<file path="src/rtl/lcd_frame_sync_detector.sv">
// lcd_frame_sync_detector
// Recovers frame timing from the HP54542C LCD line sync: a sync rise that
// follows a long idle gap marks a frame start, and lock is granted only after
// a full frame with the expected line count. Outputs are pixel coordinates,
// data enable, line/frame pulses and the pixel colour, all registered and
// 2 clocks behind the edge that first samples the sync rise.
// Optional build macro LCD_SYNC_ERRCNT_EN adds ow_err_count, a saturating
// count of lock losses, verify mismatches and timeouts.
module lcd_frame_sync_detector #(
  parameter int P_HACTIVE  = 640,
  parameter int P_VACTIVE  = 480,
  parameter int P_HOFFSET  = 0,
  parameter int P_VGAP_MIN = 1000,
  parameter int P_GAPW     = 16
) (
  input  logic       iw_clk,
  input  logic       iw_rst_n,
  input  logic       iw_sync,
  input  logic       iw_r0,
  input  logic       iw_g0,
  input  logic       iw_b0,
  output logic       ow_frame_start,
  output logic       ow_line_start,
  output logic       ow_de,
  output logic [9:0] ow_x,
  output logic [8:0] ow_y,
  output logic       ow_r0,
  output logic       ow_g0,
  output logic       ow_b0,
`ifdef LCD_SYNC_ERRCNT_EN
  output logic [7:0] ow_err_count,
`endif
  output logic       ow_locked
);

  localparam logic [1:0] S_SEARCH = 2'd0;
  localparam logic [1:0] S_VERIFY = 2'd1;
  localparam logic [1:0] S_LOCKED = 2'd2;

  localparam logic [P_GAPW-1:0] GAP_MAX = {P_GAPW{1'b1}};
  localparam logic [P_GAPW-1:0] GAP_ONE = {{(P_GAPW-1){1'b0}}, 1'b1};
  localparam logic [P_GAPW-1:0] GAP_MIN = P_GAPW'(P_VGAP_MIN);
  localparam logic [9:0]  V_TGT  = 10'(P_VACTIVE);
  localparam logic [10:0] H_LO   = 11'(P_HOFFSET);
  localparam logic [9:0]  H_LO10 = 10'(P_HOFFSET);
  localparam logic [11:0] H_HI   = 12'(P_HOFFSET + P_HACTIVE);

  // stage 1 / stage 2 input pipeline
  logic              sync_q, sync_d, sync_prev_q, sync_prev_d;
  logic [2:0]        rgb1_q, rgb1_d, rgb2_q, rgb2_d;
  // timing trackers
  logic [P_GAPW-1:0] gap_q, gap_d;
  logic [9:0]        lines_q, lines_d;
  logic [10:0]       h_q, h_d;
  logic [1:0]        state_q, state_d;
  logic              line_pls_q, line_pls_d, frame_pls_q, frame_pls_d;
  // registered outputs
  logic              frame_start_q, frame_start_d, line_start_q, line_start_d;
  logic              de_q, de_d, locked_q, locked_d;
  logic [9:0]        x_q, x_d;
  logic [8:0]        y_q, y_d;
  logic [2:0]        rgb_out_q, rgb_out_d;

  logic rise_s, sat_s, long_s, match_s;
  logic [9:0] y_full_s;

  assign rise_s   = sync_q & ~sync_prev_q;
  assign sat_s    = (gap_q == GAP_MAX);
  // a rise on a saturated gap always counts as a frame start
  assign long_s   = rise_s & ((gap_q >= GAP_MIN) | sat_s);
  assign match_s  = (lines_q == V_TGT);
  assign y_full_s = lines_q - 10'd1;

  // Input capture and colour pipeline next values
  always_comb begin
    sync_d      = iw_sync;
    sync_prev_d = sync_q;
    rgb1_d      = {iw_r0, iw_g0, iw_b0};
    rgb2_d      = rgb1_q;
  end

  // Gap, line and pixel counters plus the lock state machine
  always_comb begin
    gap_d   = gap_q;
    lines_d = lines_q;
    h_d     = h_q;
    state_d = state_q;
    if (rise_s) begin
      gap_d = GAP_ONE;
      h_d   = 11'd0;
      if (long_s) begin
        lines_d = 10'd1;
      end else if (lines_q != 10'h3FF) begin
        lines_d = lines_q + 10'd1;
      end else begin
        lines_d = lines_q;
      end
      case (state_q)
        S_SEARCH: begin
          if (long_s) state_d = S_VERIFY;
          else        state_d = S_SEARCH;
        end
        S_VERIFY: begin
          if (long_s && match_s) state_d = S_LOCKED;
          else                   state_d = S_VERIFY;
        end
        S_LOCKED: begin
          if (long_s && !match_s) state_d = S_VERIFY;
          else                    state_d = S_LOCKED;
        end
        default: state_d = S_SEARCH;
      endcase
    end else begin
      if (!sat_s) gap_d = gap_q + GAP_ONE;
      else        gap_d = gap_q;
      if (h_q != 11'h7FF) h_d = h_q + 11'd1;
      else                h_d = h_q;
      // no sync rise for the whole gap range: timing lost
      if (sat_s) state_d = S_SEARCH;
      else       state_d = state_q;
    end
    line_pls_d  = rise_s & (state_d == S_LOCKED);
    frame_pls_d = rise_s & (state_d == S_LOCKED) & long_s;
  end

  // Output stage derived from the tracker registers
  always_comb begin
    locked_d      = (state_q == S_LOCKED);
    de_d          = locked_d && (h_q >= H_LO) && ({1'b0, h_q} < H_HI) && (y_full_s < V_TGT);
    frame_start_d = frame_pls_q;
    line_start_d  = line_pls_q;
    if (de_d) begin
      x_d       = h_q[9:0] - H_LO10;
      rgb_out_d = rgb2_q;
    end else begin
      x_d       = 10'd0;
      rgb_out_d = 3'b000;
    end
    if (locked_d) y_d = y_full_s[8:0];
    else          y_d = 9'd0;
  end

  // Pipeline, tracker and output registers
  always_ff @(posedge iw_clk or negedge iw_rst_n) begin
    if (!iw_rst_n) begin
      sync_q        <= 1'b0;
      sync_prev_q   <= 1'b0;
      rgb1_q        <= 3'b000;
      rgb2_q        <= 3'b000;
      gap_q         <= {P_GAPW{1'b0}};
      lines_q       <= 10'd0;
      h_q           <= 11'd0;
      state_q       <= S_SEARCH;
      line_pls_q    <= 1'b0;
      frame_pls_q   <= 1'b0;
      frame_start_q <= 1'b0;
      line_start_q  <= 1'b0;
      de_q          <= 1'b0;
      locked_q      <= 1'b0;
      x_q           <= 10'd0;
      y_q           <= 9'd0;
      rgb_out_q     <= 3'b000;
    end else begin
      sync_q        <= sync_d;
      sync_prev_q   <= sync_prev_d;
      rgb1_q        <= rgb1_d;
      rgb2_q        <= rgb2_d;
      gap_q         <= gap_d;
      lines_q       <= lines_d;
      h_q           <= h_d;
      state_q       <= state_d;
      line_pls_q    <= line_pls_d;
      frame_pls_q   <= frame_pls_d;
      frame_start_q <= frame_start_d;
      line_start_q  <= line_start_d;
      de_q          <= de_d;
      locked_q      <= locked_d;
      x_q           <= x_d;
      y_q           <= y_d;
      rgb_out_q     <= rgb_out_d;
    end
  end

  assign ow_frame_start = frame_start_q;
  assign ow_line_start  = line_start_q;
  assign ow_de          = de_q;
  assign ow_x           = x_q;
  assign ow_y           = y_q;
  assign ow_r0          = rgb_out_q[2];
  assign ow_g0          = rgb_out_q[1];
  assign ow_b0          = rgb_out_q[0];
  assign ow_locked      = locked_q;

`ifdef LCD_SYNC_ERRCNT_EN
  logic       err_inc_q, err_inc_d;
  logic [7:0] errcnt_q, errcnt_d;

  // Error events are flagged with the tracker update and counted one stage later
  always_comb begin
    err_inc_d = ((state_q == S_LOCKED) && (state_d == S_VERIFY)) ||
                ((state_q == S_VERIFY) && long_s && !match_s) ||
                (!rise_s && sat_s && (state_q != S_SEARCH));
    if (err_inc_q && (errcnt_q != 8'hFF)) errcnt_d = errcnt_q + 8'd1;
    else                                  errcnt_d = errcnt_q;
  end

  // Error counter registers, cleared only by reset
  always_ff @(posedge iw_clk or negedge iw_rst_n) begin
    if (!iw_rst_n) begin
      err_inc_q <= 1'b0;
      errcnt_q  <= 8'd0;
    end else begin
      err_inc_q <= err_inc_d;
      errcnt_q  <= errcnt_d;
    end
  end

  assign ow_err_count = errcnt_q;
`endif

endmodule

</file>
<file path="config.mk">
export PLATFORM = sky130hd
export DESIGN_NAME = lcd_frame_sync_detector
export DESIGN_NICKNAME = d
export VERILOG_FILES = /design/src/rtl/lcd_frame_sync_detector.sv
export SDC_FILE = /design/constraint.sdc
export NUM_CORES = 1
export LEC_CHECK = 0
export BUFFER_PORTS_ARGS = -buffer_cell sky130_fd_sc_hd__buf_2
export CAP_MARGIN = 25
export CORE_ASPECT_RATIO = 1.4
export CORE_MARGIN = 2
export CORE_UTILIZATION = 42
export DETAILED_ROUTE_END_ITERATION = 10
export PLACE_DENSITY = 0.57
export SYNTH_ARGS = -nofsm -noshare
export SYNTH_HDL_FRONTEND = slang
export SYNTH_SLANG_ARGS = --single-unit
</file>
<file path="constraint.sdc">
create_clock -name iw_clk -period 3.45 [get_ports iw_clk]
set_input_delay 0.5175 -clock iw_clk [delete_from_list [all_inputs] [get_ports iw_clk]]
set_output_delay 0.5175 -clock iw_clk [all_outputs]
set_load 0.02 [all_outputs]
</file>
==> metrics.txt <==
status complete, no violations; row count 40; Flop pwr share 45.6%; post-CTS setup buffers 0; layout cells sized above 1 17.7%; via count 2863; Setup Crit Path Kind flip-flop to flip-flop; Max Transition Viols Final 0; global route overflow 0; Die X 82.8 microns; Initial Utilization 43.0%; antenna cell count 0; Mean Syn Cell Area 10.1 sq um; Worst Tran Pin Value 859 ps; Comb power frac 11.5%; Util after Layout 49.5%; Mapped Cells 363; Core ar. 8510 sq um; P per Cell Area 563 nW/um^2; mux cell area share after synthesis 1.10%; Clock power frac 42.9%; area grow syn2layout 15.2%; Netlist cell types 51; Clock Skew 7.97 ps; main combinational cell family by area after synthesis simple AND/OR/NAND/NOR gates; GPL Wtd Cong 0.884; I/O pin total 32; first-pass GRT wire length 13.5 mm; design area 4210 sq um; IO buf count 31; EDFF count, synth 0; Clock Tree Buf Depth 2; Avg WL per Cell 16.2 microns; Finished Layout Cells 495; asr flop ratio synth 100%; Tot GR Track Use 17.8%; residual DRC count 0; Tmin final 2350 ps; Synth Area in Simple Gates 24.5%; Worst EP arrival 2550 ps; flops & latches, synth 75; RSZ-0062 raised after global routing no; slew margin rel. 41.9%; CP endpoint kind flip-flop; vias in the first global route 2747; Switch Pwr 0.658 mW; Post-Synth Adder-Cell Area 1.71%; post-DP HPWL 5.40 mm; CTS hold repair buffers 0; Worst setup SP type flip-flop; FILL cells 801; DR vias/cell 5.78; Tot Pwr 2.37 mW; ANT nets after route 0; H-tree levels 3; final hold vios 0; Crit Path Max Fanout 11; final WL 8.00 mm; compound-gate portion of the synthesized area 16.3%; Synth Area in XOR/XNOR 0.719%; Main synth FF type dfrtp_1; CTS Buf Count 9; initial antenna violation count 0; switching portion of total power 27.8%; Placed Instance Area 3850 sq um; synth warn 0; RR Startpoint lines_q[0]; Max-Cap Viols 0; Clock Latency Late Sink 330 ps; source of the critical timing path lines_q[0]; post-synthesis cell area 3650 sq um; cts repair resizes 0; largest net degree at the start of global routing 76; CTS root buf clkbuf_16; post-placement cell count 478; CTS sink cnt 75; 1st-pass router iterations 4; syn_nets 374; final period utilization 68.0%; post-route setup TNS 0 ps; fin nets 396; Die H 114 microns; clock slew at reported path FFs 60 ps; Leak 1.77 nW; Hold Crit Class input pin to async pin; Pint 1.71 mW; IR drop worst, VDD 0.293 mV; Worst EP required 3650 ps; setup violators final 0; CTS tree done; register area share after synthesis 51.4%; fmax 0.426 GHz; Die ar. 9470 sq um; First DRT Iteration DRCs 170
==> flip-flops by register name, summed over array words and instances (netlist names) <==
name,cells
ow_frame_start,1
rgb1_q,3
rgb2_q,3
frame_pls_q,1
ow_de,1
line_pls_q,1
sync_prev_q,1
sync_prev_d,1
ow_line_start,1
ow_y,9
lines_q,10
gap_q,16
rgb_out_q,3
ow_x,10
h_q,11
state_q,2
ow_locked,1
==> Yosys cell counts, types with 6 or more instances <==
cell | n | area share [%]
dfrtp_1 | 75 | 51
a21oi_1 | 34 | 4.7
nand2_1 | 29 | 3.0
nand3_1 | 19 | 2.6
o21ai_0 | 19 | 2.6
clkbuf_1 | 18 | 1.8
nor2_1 | 18 | 1.8
nor3_1 | 11 | 1.5
nand4_1 | 10 | 1.7
or4_1 | 10 | 2.1
inv_1 | 9 | 0.92
nor3b_2 | 9 | 3.1
or3_1 | 8 | 1.4
o31ai_1 | 7 | 1.4
nand2b_1 | 6 | 1.0
nor4_1 | 6 | 1.0
==> logic make-up after synthesis <==
logic type,Yosys count
mux,4
xor+xnor,3
flops,75
fa+ha+maj,5
simple gates,150
compound gates,92
buf+inv,34
==> final cells by class <==
class                   instances  area [sq um]  area share (%)
multi-input cells             254          1620            38.6
repair buffers                 36           215            5.11
inverters                       9          33.8           0.803
clock inverters                 6          88.8            2.11
clock buffers                  10           239            5.68
flip-flops and latches         75          1880            44.6
well taps                     105           131            3.12
==> through the flow <==
step	hold slack (ps)	setup slack, ps
after global routing	13.3	944
after CTS	278	1120
after floorplan	222	1240
final	15.2	1100
after detailed placement	335	1120
after global placement	331	1190
==> power by group through the flow <==
stage                     registers, mW  clock network [mW]  logic, mW
after floorplan                    1.01                   0      0.263
after CTS                          1.08                1.04      0.267
final                              1.08                1.02      0.272
after detailed placement           1.09                   0      0.265
after global routing               1.10                1.08      0.305
after global placement             1.09                   0      0.266
==> path summary, 6_finish.rpt <==
check / endpoint / slack (ps) / cells after the start
max in group asynchronous: lines_q[6] / 2880 / 2
min reg2reg: rgb2_q[0] / 350 / 0
min: gap_q[13] / 20 / 1
max reg2reg: state_q[0] / 1100 / 6
max: state_q[0] / 1100 / 6
min in group iw_clk: rgb1_q[2] / 290 / 1
==> layer usage <==
layer | GRT usage [%] | routed length (microns) | up-vias
met3 | 3.24 | 245 | 10
li1 | - | - | 1395
met4 | 9.84 | 168 | 0
met1 | 21.9 | 3460 | 1398
met5 | 0 | 0 | -
met2 | 29.5 | 4120 | 60
==> cell usage in the layout (no fill, tap or decap), types with 2 or more instances in the layout <==
| cell | netlist | final |
|---|---|---|
| a2111o_1 | 3 | 3 |
| a211oi_1 | 3 | 3 |
| a21oi_1 | 34 | 34 |
| a31oi_1 | 5 | 5 |
| and3_1 | 5 | 5 |
| and4_1 | 5 | 5 |
| buf_2 | 2 | 30 |
| buf_4 | 1 | 5 |
| bufinv_16 | 0 | 2 |
| clkbuf_16 | 0 | 9 |
| clkinvlp_4 | 0 | 2 |
| dfrtp_1 | 75 | 75 |
| ha_1 | 5 | 5 |
| inv_1 | 9 | 9 |
| mux2i_1 | 4 | 4 |
| nand2_1 | 29 | 29 |
| nand2b_1 | 6 | 6 |
| nand3_1 | 19 | 19 |
| nand4_1 | 10 | 10 |
| nor2_1 | 18 | 18 |
| nor3_1 | 11 | 11 |
| nor3b_1 | 5 | 5 |
| nor3b_2 | 9 | 9 |
| nor4_1 | 6 | 6 |
| nor4b_1 | 2 | 2 |
| o211ai_1 | 5 | 5 |
| o21ai_0 | 19 | 19 |
| o22a_1 | 2 | 2 |
| o311ai_0 | 2 | 2 |
| o31ai_1 | 7 | 7 |
| or3_1 | 8 | 8 |
| or4_1 | 10 | 10 |
| or4_4 | 2 | 2 |
| xnor2_1 | 3 | 3 |
==> worst max-delay path: stages (launching register included) <==
cell and delay (ps):
dfrtp_1 500, inv_1 100, ha_1 210, or4b_1 570, or4_1 540, o2111ai_1 210, nand3_1 90
No activity file was read; power rests on OpenSTA's default activity.
